### src/rtl/proc_seq_pkg.sv
`default_nettype none
// ============================================================================
// Module      : proc_seq_pkg
// Description : Shared types and constants for the instruction sequencer:
//               FSM state encoding, parameter defaults, processor opcodes.
// Revision    : 1.0 - initial release
// ============================================================================
package proc_seq_pkg;

  localparam int AW_DEF      = 5;
  localparam int TIMEOUT_DEF = 7;

  typedef enum logic [2:0] {
    S_IDLE   = 3'd0,
    S_FETCH  = 3'd1,
    S_LOAD   = 3'd2,
    S_ISSUE  = 3'd3,
    S_WAIT   = 3'd4,
    S_HOLD   = 3'd5,
    S_FINISH = 3'd6
  } state_t;

  // Processor opcodes live in DIN[15:13]
  localparam logic [2:0] OP_MV  = 3'b000;
  localparam logic [2:0] OP_MVT = 3'b001;
  localparam logic [2:0] OP_ADD = 3'b010;
  localparam logic [2:0] OP_SUB = 3'b011;

endpackage
`default_nettype wire

### src/rtl/proc_sequencer_if.sv
`default_nettype none
// ============================================================================
// Module      : proc_sequencer_if
// Description : ROM read bus plus processor issue/complete handshake seen by
//               the sequencer (master) and the ROM/processor side (slave).
// Revision    : 1.0 - initial release
// ============================================================================
interface proc_sequencer_if
  import proc_seq_pkg::*;
#(
  parameter int AW = AW_DEF
) ();

  logic [AW-1:0] MemAddr;
  logic          MemRd;
  logic [15:0]   MemData;
  logic [15:0]   DIN;
  logic          Run;
  logic          Done;

  modport master (output MemAddr, MemRd, DIN, Run, input MemData, Done);
  modport slave  (input MemAddr, MemRd, DIN, Run, output MemData, Done);

endinterface
`default_nettype wire

### src/rtl/proc_seq_wdog.sv
`default_nettype none
// ============================================================================
// Module      : proc_seq_wdog
// Description : Clearable up-counter that flags a processor which never
//               returns Done within TIMEOUT wait cycles.
// Revision    : 1.0 - initial release
// ============================================================================
module proc_seq_wdog
  import proc_seq_pkg::*;
#(
  parameter int TIMEOUT = TIMEOUT_DEF
) (
  input  wire logic Clock,
  input  wire logic Resetn,
  input  wire logic Clr,
  input  wire logic Inc,
  output logic      Expire
);

  localparam int           c_W    = $clog2(TIMEOUT + 1);
  localparam logic [c_W-1:0] c_LAST = c_W'(TIMEOUT - 1);
  localparam logic [c_W-1:0] c_MAX  = c_W'(TIMEOUT);

  logic [c_W-1:0] r_count;

  // Count idle wait cycles; saturate so a stuck count can never wrap
  always_ff @(posedge Clock) begin
    if (!Resetn || Clr)                 r_count <= '0;
    else if (Inc && (r_count != c_MAX)) r_count <= r_count + 1'b1;
  end

  // Fires on the cycle whose increment makes the count reach TIMEOUT
  assign Expire = Inc && (r_count == c_LAST);

endmodule
`default_nettype wire

### src/rtl/regn.sv
`default_nettype none
// ============================================================================
// Module      : regn
// Description : N-bit load-enable holding register with synchronous
//               active-low clear.
// Revision    : 1.0 - initial release
// ============================================================================
module regn #(
  parameter int N = 16
) (
  input  wire logic         Clock,
  input  wire logic         Resetn,
  input  wire logic         Rin,
  input  wire logic [N-1:0] R,
  output logic      [N-1:0] Q
);

  // Capture R whenever the load enable is high
  always_ff @(posedge Clock) begin
    if (!Resetn)  Q <= '0;
    else if (Rin) Q <= R;
  end

endmodule
`default_nettype wire

### src/rtl/proc_sequencer.sv
`default_nettype none
// ============================================================================
// Module      : proc_sequencer
// Description : Fetches a run of instruction words from a synchronous ROM,
//               issues each to the processor with a Run pulse and waits for
//               Done, with pause, status and a hung-processor watchdog.
// Revision    : 1.0 - initial release
// ============================================================================
module proc_sequencer
  import proc_seq_pkg::*;
#(
  parameter int AW      = AW_DEF,
  parameter int TIMEOUT = TIMEOUT_DEF
) (
  input  wire logic          Clock,
  input  wire logic          Resetn,
  input  wire logic          Start,
  input  wire logic [AW-1:0] StartAddr,
  input  wire logic [AW:0]   Length,
  input  wire logic          Pause,
  proc_sequencer_if.master   bus,
  output logic               Busy,
  output logic               Finished,
  output logic               Error,
  output logic [AW:0]        IssueCount
);

  localparam logic [AW:0] c_ONE = (AW + 1)'(1);

  state_t        r_state, w_next;
  logic [AW-1:0] r_pc;
  logic [AW:0]   r_rem;
  logic [AW:0]   r_issue;
  logic          r_error;
  logic          w_start_acc, w_done_acc, w_expire;
  logic          w_wd_clr, w_wd_inc;

  assign w_start_acc = (r_state == S_IDLE) && Start;
  assign w_done_acc  = (r_state == S_WAIT) && bus.Done;
  assign w_wd_clr    = (r_state == S_ISSUE);
  assign w_wd_inc    = (r_state == S_WAIT) && !bus.Done;

  proc_seq_wdog #(.TIMEOUT(TIMEOUT)) u_wdog (
    .Clock  (Clock),
    .Resetn (Resetn),
    .Clr    (w_wd_clr),
    .Inc    (w_wd_inc),
    .Expire (w_expire)
  );

  // State register
  always_ff @(posedge Clock) begin
    if (!Resetn) r_state <= S_IDLE;
    else         r_state <= w_next;
  end

  // Next-state decode; Pause is only looked at on instruction boundaries
  always_comb begin
    w_next = r_state;
    case (r_state)
      S_IDLE: begin
        if (Start) begin
          if (Length == '0) w_next = S_FINISH;
          else if (Pause)   w_next = S_HOLD;
          else              w_next = S_FETCH;
        end
      end
      S_FETCH: w_next = S_LOAD;
      S_LOAD:  w_next = S_ISSUE;
      S_ISSUE: w_next = S_WAIT;
      S_WAIT: begin
        // Done takes priority over a simultaneous watchdog expiry
        if (bus.Done) begin
          if (r_rem == c_ONE) w_next = S_FINISH;
          else if (Pause)     w_next = S_HOLD;
          else                w_next = S_FETCH;
        end else if (w_expire) begin
          w_next = S_IDLE;
        end
      end
      S_HOLD:   if (!Pause) w_next = S_FETCH;
      S_FINISH: w_next = S_IDLE;
      default:  w_next = S_IDLE;
    endcase
  end

  // Run bookkeeping: PC, remaining count, completed count, sticky error
  always_ff @(posedge Clock) begin
    if (!Resetn) begin
      r_pc    <= '0;
      r_rem   <= '0;
      r_issue <= '0;
      r_error <= 1'b0;
    end else if (w_start_acc) begin
      r_pc    <= StartAddr;
      r_rem   <= Length;
      r_issue <= '0;
      r_error <= 1'b0;
    end else if (w_done_acc) begin
      r_pc    <= r_pc + 1'b1;
      r_rem   <= r_rem - 1'b1;
      r_issue <= r_issue + 1'b1;
    end else if (w_expire) begin
      r_error <= 1'b1;
    end
  end

  // Instruction word is held stable from LOAD through the whole issue
  regn #(.N(16)) u_din (
    .Clock  (Clock),
    .Resetn (Resetn),
    .Rin    (r_state == S_LOAD),
    .R      (bus.MemData),
    .Q      (bus.DIN)
  );

  assign bus.MemAddr = r_pc;
  assign bus.MemRd   = (r_state == S_FETCH);
  assign bus.Run     = (r_state == S_ISSUE);
  assign Busy        = (r_state != S_IDLE);
  assign Finished    = (r_state == S_FINISH);
  assign Error       = r_error;
  assign IssueCount  = r_issue;

endmodule
`default_nettype wire
### src/flat_wrapper.sv
// flat-port wrapper written by rule: the top's interface ports become plain ports
module proc_sequencer_flat import proc_seq_pkg::*;
#(
  parameter int AW      = AW_DEF,
  parameter int TIMEOUT = TIMEOUT_DEF
)
  (Clock, Resetn, Start, StartAddr, Length, Pause, Busy, Finished, Error, IssueCount, bus_MemAddr, bus_MemRd, bus_DIN, bus_Run, bus_MemData, bus_Done);
  proc_sequencer_if #(.AW(AW)) bus_i ();
  input  wire logic Clock;
  input  wire logic Resetn;
  input  wire logic Start;
  input  wire logic [AW-1:0] StartAddr;
  input  wire logic [AW:0] Length;
  input  wire logic Pause;
  output logic Busy;
  output logic Finished;
  output logic Error;
  output logic [AW:0] IssueCount;
  output wire logic [$bits(bus_i.MemAddr)-1:0] bus_MemAddr;
  output wire logic [$bits(bus_i.MemRd)-1:0] bus_MemRd;
  output wire logic [$bits(bus_i.DIN)-1:0] bus_DIN;
  output wire logic [$bits(bus_i.Run)-1:0] bus_Run;
  input wire logic [$bits(bus_i.MemData)-1:0] bus_MemData;
  input wire logic [$bits(bus_i.Done)-1:0] bus_Done;
  assign bus_MemAddr = bus_i.MemAddr;
  assign bus_MemRd = bus_i.MemRd;
  assign bus_DIN = bus_i.DIN;
  assign bus_Run = bus_i.Run;
  assign bus_i.MemData = bus_MemData;
  assign bus_i.Done = bus_Done;
  proc_sequencer #(.AW(AW), .TIMEOUT(TIMEOUT)) u_core (.Clock(Clock), .Resetn(Resetn), .Start(Start), .StartAddr(StartAddr), .Length(Length), .Pause(Pause), .bus(bus_i), .Busy(Busy), .Finished(Finished), .Error(Error), .IssueCount(IssueCount));
endmodule
### config.mk
export PLATFORM = sky130hd
export DESIGN_NAME = proc_sequencer_flat
export DESIGN_NICKNAME = d
export VERILOG_FILES = /design/src/rtl/proc_seq_pkg.sv /design/src/rtl/proc_sequencer_if.sv /design/src/rtl/proc_seq_wdog.sv /design/src/rtl/regn.sv /design/src/rtl/proc_sequencer.sv /design/src/flat_wrapper.sv
export SDC_FILE = /design/constraint.sdc
export NUM_CORES = 1
export LEC_CHECK = 0
export ABC_AREA = 1
export CORE_MARGIN = 4
export CORE_UTILIZATION = 48
export CTS_CLUSTER_DIAMETER = 30
export CTS_CLUSTER_SIZE = 28
export DETAILED_ROUTE_END_ITERATION = 8
export DONT_BUFFER_PORTS = 1
export GPL_ROUTABILITY_DRIVEN = 0
export GPL_TIMING_DRIVEN = 0
export PLACE_DENSITY = 0.64
export SYNTH_ARGS = -nofsm -noshare
export SYNTH_HDL_FRONTEND = slang
export SYNTH_HIERARCHICAL = 1
export SYNTH_SLANG_ARGS = --single-unit
### constraint.sdc
create_clock -name Clock -period 3.5 [get_ports Clock]
set_input_delay 0.525 -clock Clock [delete_from_list [all_inputs] [get_ports Clock]]
set_output_delay 0.525 -clock Clock [all_outputs]
set_load 0.05 [all_outputs]
==> impl_results.md <==
* Site Rows at 23
* Clock sink total at 40
* Die area at around 5500 sq um
* Multi-input gate area at roughly 1100 sq um
* EDFF count, synth at 0
* Largest net degree at the start of global routing at 13
* CP arrival at between 1500 and 2000 ps
* Starting Density at 51.0%
* Die W at about 74 um
* Post-DP HPWL at approximately 3600 um
* Clock transition at path regs at roughly 80 ps
* Synth Area in XOR/XNOR at less than 1%
* FFs w/ async S/R, synth at 0%
* Drt pass-1 iters at 4
* DRC errors left at 0
* Predominant post-synthesis flop cell: dfxtp_1
* P&R area growth vs syn at 9.00%
* Setup Skew at approximately 7.7 ps
* Share of cells above drive strength 1 at under 10%
* Clock Path Buffers at 2
* CP Buf/Inv Count at 1
* Hold_sp: Resetn
* Slew @ Worst Pin at around 900 ps
* Hold Path Depth at 2
* ANT cells at 0
* Worst r2r src: u_core/r_state[0]$_SDFFE_PN0P_
* Slowest cell on the critical path: nor2_1
* Synth warnings at 6
* Vias in the first global route at between 1,500 and 2,000
* FF+latch area at around 800 sq um
* Area leader, netlist: dfxtp_1
* Overall Global Routing Usage at about 18%
* Setup TNS at 0 ps
* Post-synthesis mux area share at 0%
* Synth Net Count at 358
* Crit end category: primary output
* DRT antenna net count at 0
* Initial DRC Count at between 70 and 80
* Most common cell in the synthesized netlist: nand2_1
* Required @ worst endpoint at ~3000 ps
* Max VDD drop at roughly 0.00046 V
* Adder-cell share of the synthesized area at approximately 4.2%
* Synth top cells by count: nand2_1 (84), nor2_1 (56), inv_1 (46), dfxtp_1 (40), nand3_1 (22)
* Post-Syn Instances at 319
* Synth top area cells: dfxtp_1 (38%), nand2_1 (15%), nor2_1 (10%)
* Num CTS Buffers at 5
* Rel. slew slack at between 40% and 50%
* Worst path max stage delay at approximately 700 ps
* RSZ-0062 raised after global routing: no
* Final setup violation count at 0
* Largest family of logic cells by synthesized area: simple AND/OR/NAND/NOR gates
* Status: complete, no violations
* Max_cap viols at 0
* F_max at between 400 and 500 MHz
* Min-Delay Endpoint: u_core/bus.MemAddr[1]$_SDFFE_PN0P_
* Post-CTS resize count at 0
* CTS tree: built
* R2r setup slk at 1430 ps
* Leak at approximately 1.1 nW
* Grt ovf at 0
* Total setup buffers inserted after CTS at 0
* CP Launch Type: flip-flop
* Hold_buf cts at 0
* Crit path cell chain: buf_2 -> nand2_1 -> nor2_1
* Insertion delay to the later sink of the worst-skew pair at 290 ps
* # IOs at 64
* Pre-CTS WS at 1410 ps
* CP top delay family: simple AND/OR/NAND/NOR gates
* Maximum fanout along the worst path at 7
* Final Cycle Share at about 59%
* Routed wire per std cell at approximately 12 um
* DR vias at between 1,500 and 2,000
* R2r endpoint: u_core/r_state[0]$_SDFFE_PN0P_
* Final Routed Wirelength at around 4600 um
* Library cells used by synthesis at 31
* Worst setup path category: reg2out
* Setup ws final at around 1400 ps
* Fillers at between 400 and 500
* Synth top area share at between 30% and 40%
* Area of the core at between 4000 and 5000 sq um
* Slew Viols, Final at 0
* Seq/Total Area, Yosys at a little under two fifths
* Average cell area after synthesis at 6.58 sq um
* Final net count at between 300 and 400
* Worst min path class: in2reg
* Power per cell area at 848 nW/um^2
* Die height at 74.1 um
* Initial antenna violation count at 0
* Final Hold Vio Count at 0
* R2R depth at 11
* IO Port Bufs at 0
* Synthesized area at between 2000 and 2500 sq um
* Post-Synth Simple-Gate Area at between 30% and 40%
* Post-synthesis compound-gate area fraction at under 10%
* First-pass GRT wire length at 7620 um
* Flops & latches, synth at 40
* Fin crit period at between 2000 and 2500 ps
* Routed vias/inst at 4.89
* Clock Tree Root: clkbuf_8
* H-tree depth at 2
[layout by cell type, fill, tap and decap left out, types with 3 or more instances in the layout]
cell / instances
a21oi_1: 17
buf_6: 3
clkbuf_8: 7
dfxtp_1: 40
ha_1: 7
inv_1: 46
nand2_1: 84
nand3_1: 22
nor2_1: 56
nor2_2: 6
o21ai_0: 10
or2_2: 3
[worst max path at each step]
stage                                         from                              to  cells after the start
CTS                 u_core/r_state[2]$_SDFFE_PN0P_                        Finished                      3
finish              u_core/r_state[2]$_SDFFE_PN0P_                        Finished                      3
detailed placement  u_core/r_state[0]$_SDFFE_PN0P_  u_core/r_state[0]$_SDFFE_PN0P_                     11
global placement    u_core/r_state[0]$_SDFFE_PN0P_  u_core/r_state[1]$_SDFFE_PN0P_                     11
global route        u_core/r_state[0]$_SDFFE_PN0P_  u_core/r_state[1]$_SDFFE_PN0P_                     11
floorplan           u_core/r_state[2]$_SDFFE_PN0P_                        Finished                      3
[power by group]
| group | total (W) | internal, W | switching [W] |
|---|---|---|---|
| clock network | 0.000412 | 0.000252 | 0.000160 |
| logic | 0.000650 | 0.000218 | 0.000431 |
| registers | 0.000879 | 0.000560 | 0.000319 |
| total | 0.00194 | 0.00103 | 0.000911 |
[metrics by stage]
| step | instance area [sq um] | total power (W) | hold slack [ps] | utilization (%) | instances |
|---|---|---|---|---|---|
| 6_report | 2290 | 0.00194 | 333 | 55.6 | 377 |
| 2_1_floorplan | 2100 | 0.00142 | 476 | - | 319 |
| 3_5_place_dp | 2160 | 0.00155 | 501 | 52.5 | 369 |
| 5_1_grt | 2290 | 0.00209 | 333 | 55.6 | 377 |
| 4_1_cts | 2290 | 0.00196 | 328 | 55.6 | 377 |
| 3_3_place_gp | 2160 | 0.00153 | 500 | 52.5 | 369 |
[worst reg2reg max path, cell delays in order, from the launching register on]
cell and delay [ps]:
dfxtp_1 390, nor2_4 240, nand2_1 80, nor2_1 250, inv_2 70, nor2_1 210
nor2_1 60, nand3_1 80, nand2_1 70, nor3_1 290, nand2_1 90, a21oi_1 150
[kinds of logic after synthesis]
group / after synthesis
and+or+nand+nor: 183
buffers and inverters: 56
AOI/OAI and AO/OA: 31
DFF: 40
adders and majority gates: 7
xor gates and xnor gates: 2
[per-layer routing]
layer | routed length [um] | global-route usage [%]
met1 | 1990 | 21.1
met2 | 2180 | 30.1
met3 | 358 | 5.54
met4 | 76 | 7.24
met5 | 0 | 0
[flip-flops by register name, summed over array words and instances, names as in the netlist]
| register | cells |
|---|---|
| u_core/r_state | 3 |
| u_core/bus.MemAddr | 5 |
| u_core/u_wdog/r_count | 3 |
| u_core/u_din/Q | 16 |
| u_core/r_rem | 6 |
| u_core/IssueCount | 6 |
| u_core/Error | 1 |
[cell type report]
class	instances	area share, %
Buffer	7	2.46
Clock buffer	7	4.21
Clock inverter	1	1.31
Inverter	49	8.04
Multi-Input combinational cell	223	46.3
Sequential cell	40	35.0
Tap cell	50	2.73
Note: power is estimated with default switching activity, not from simulation.
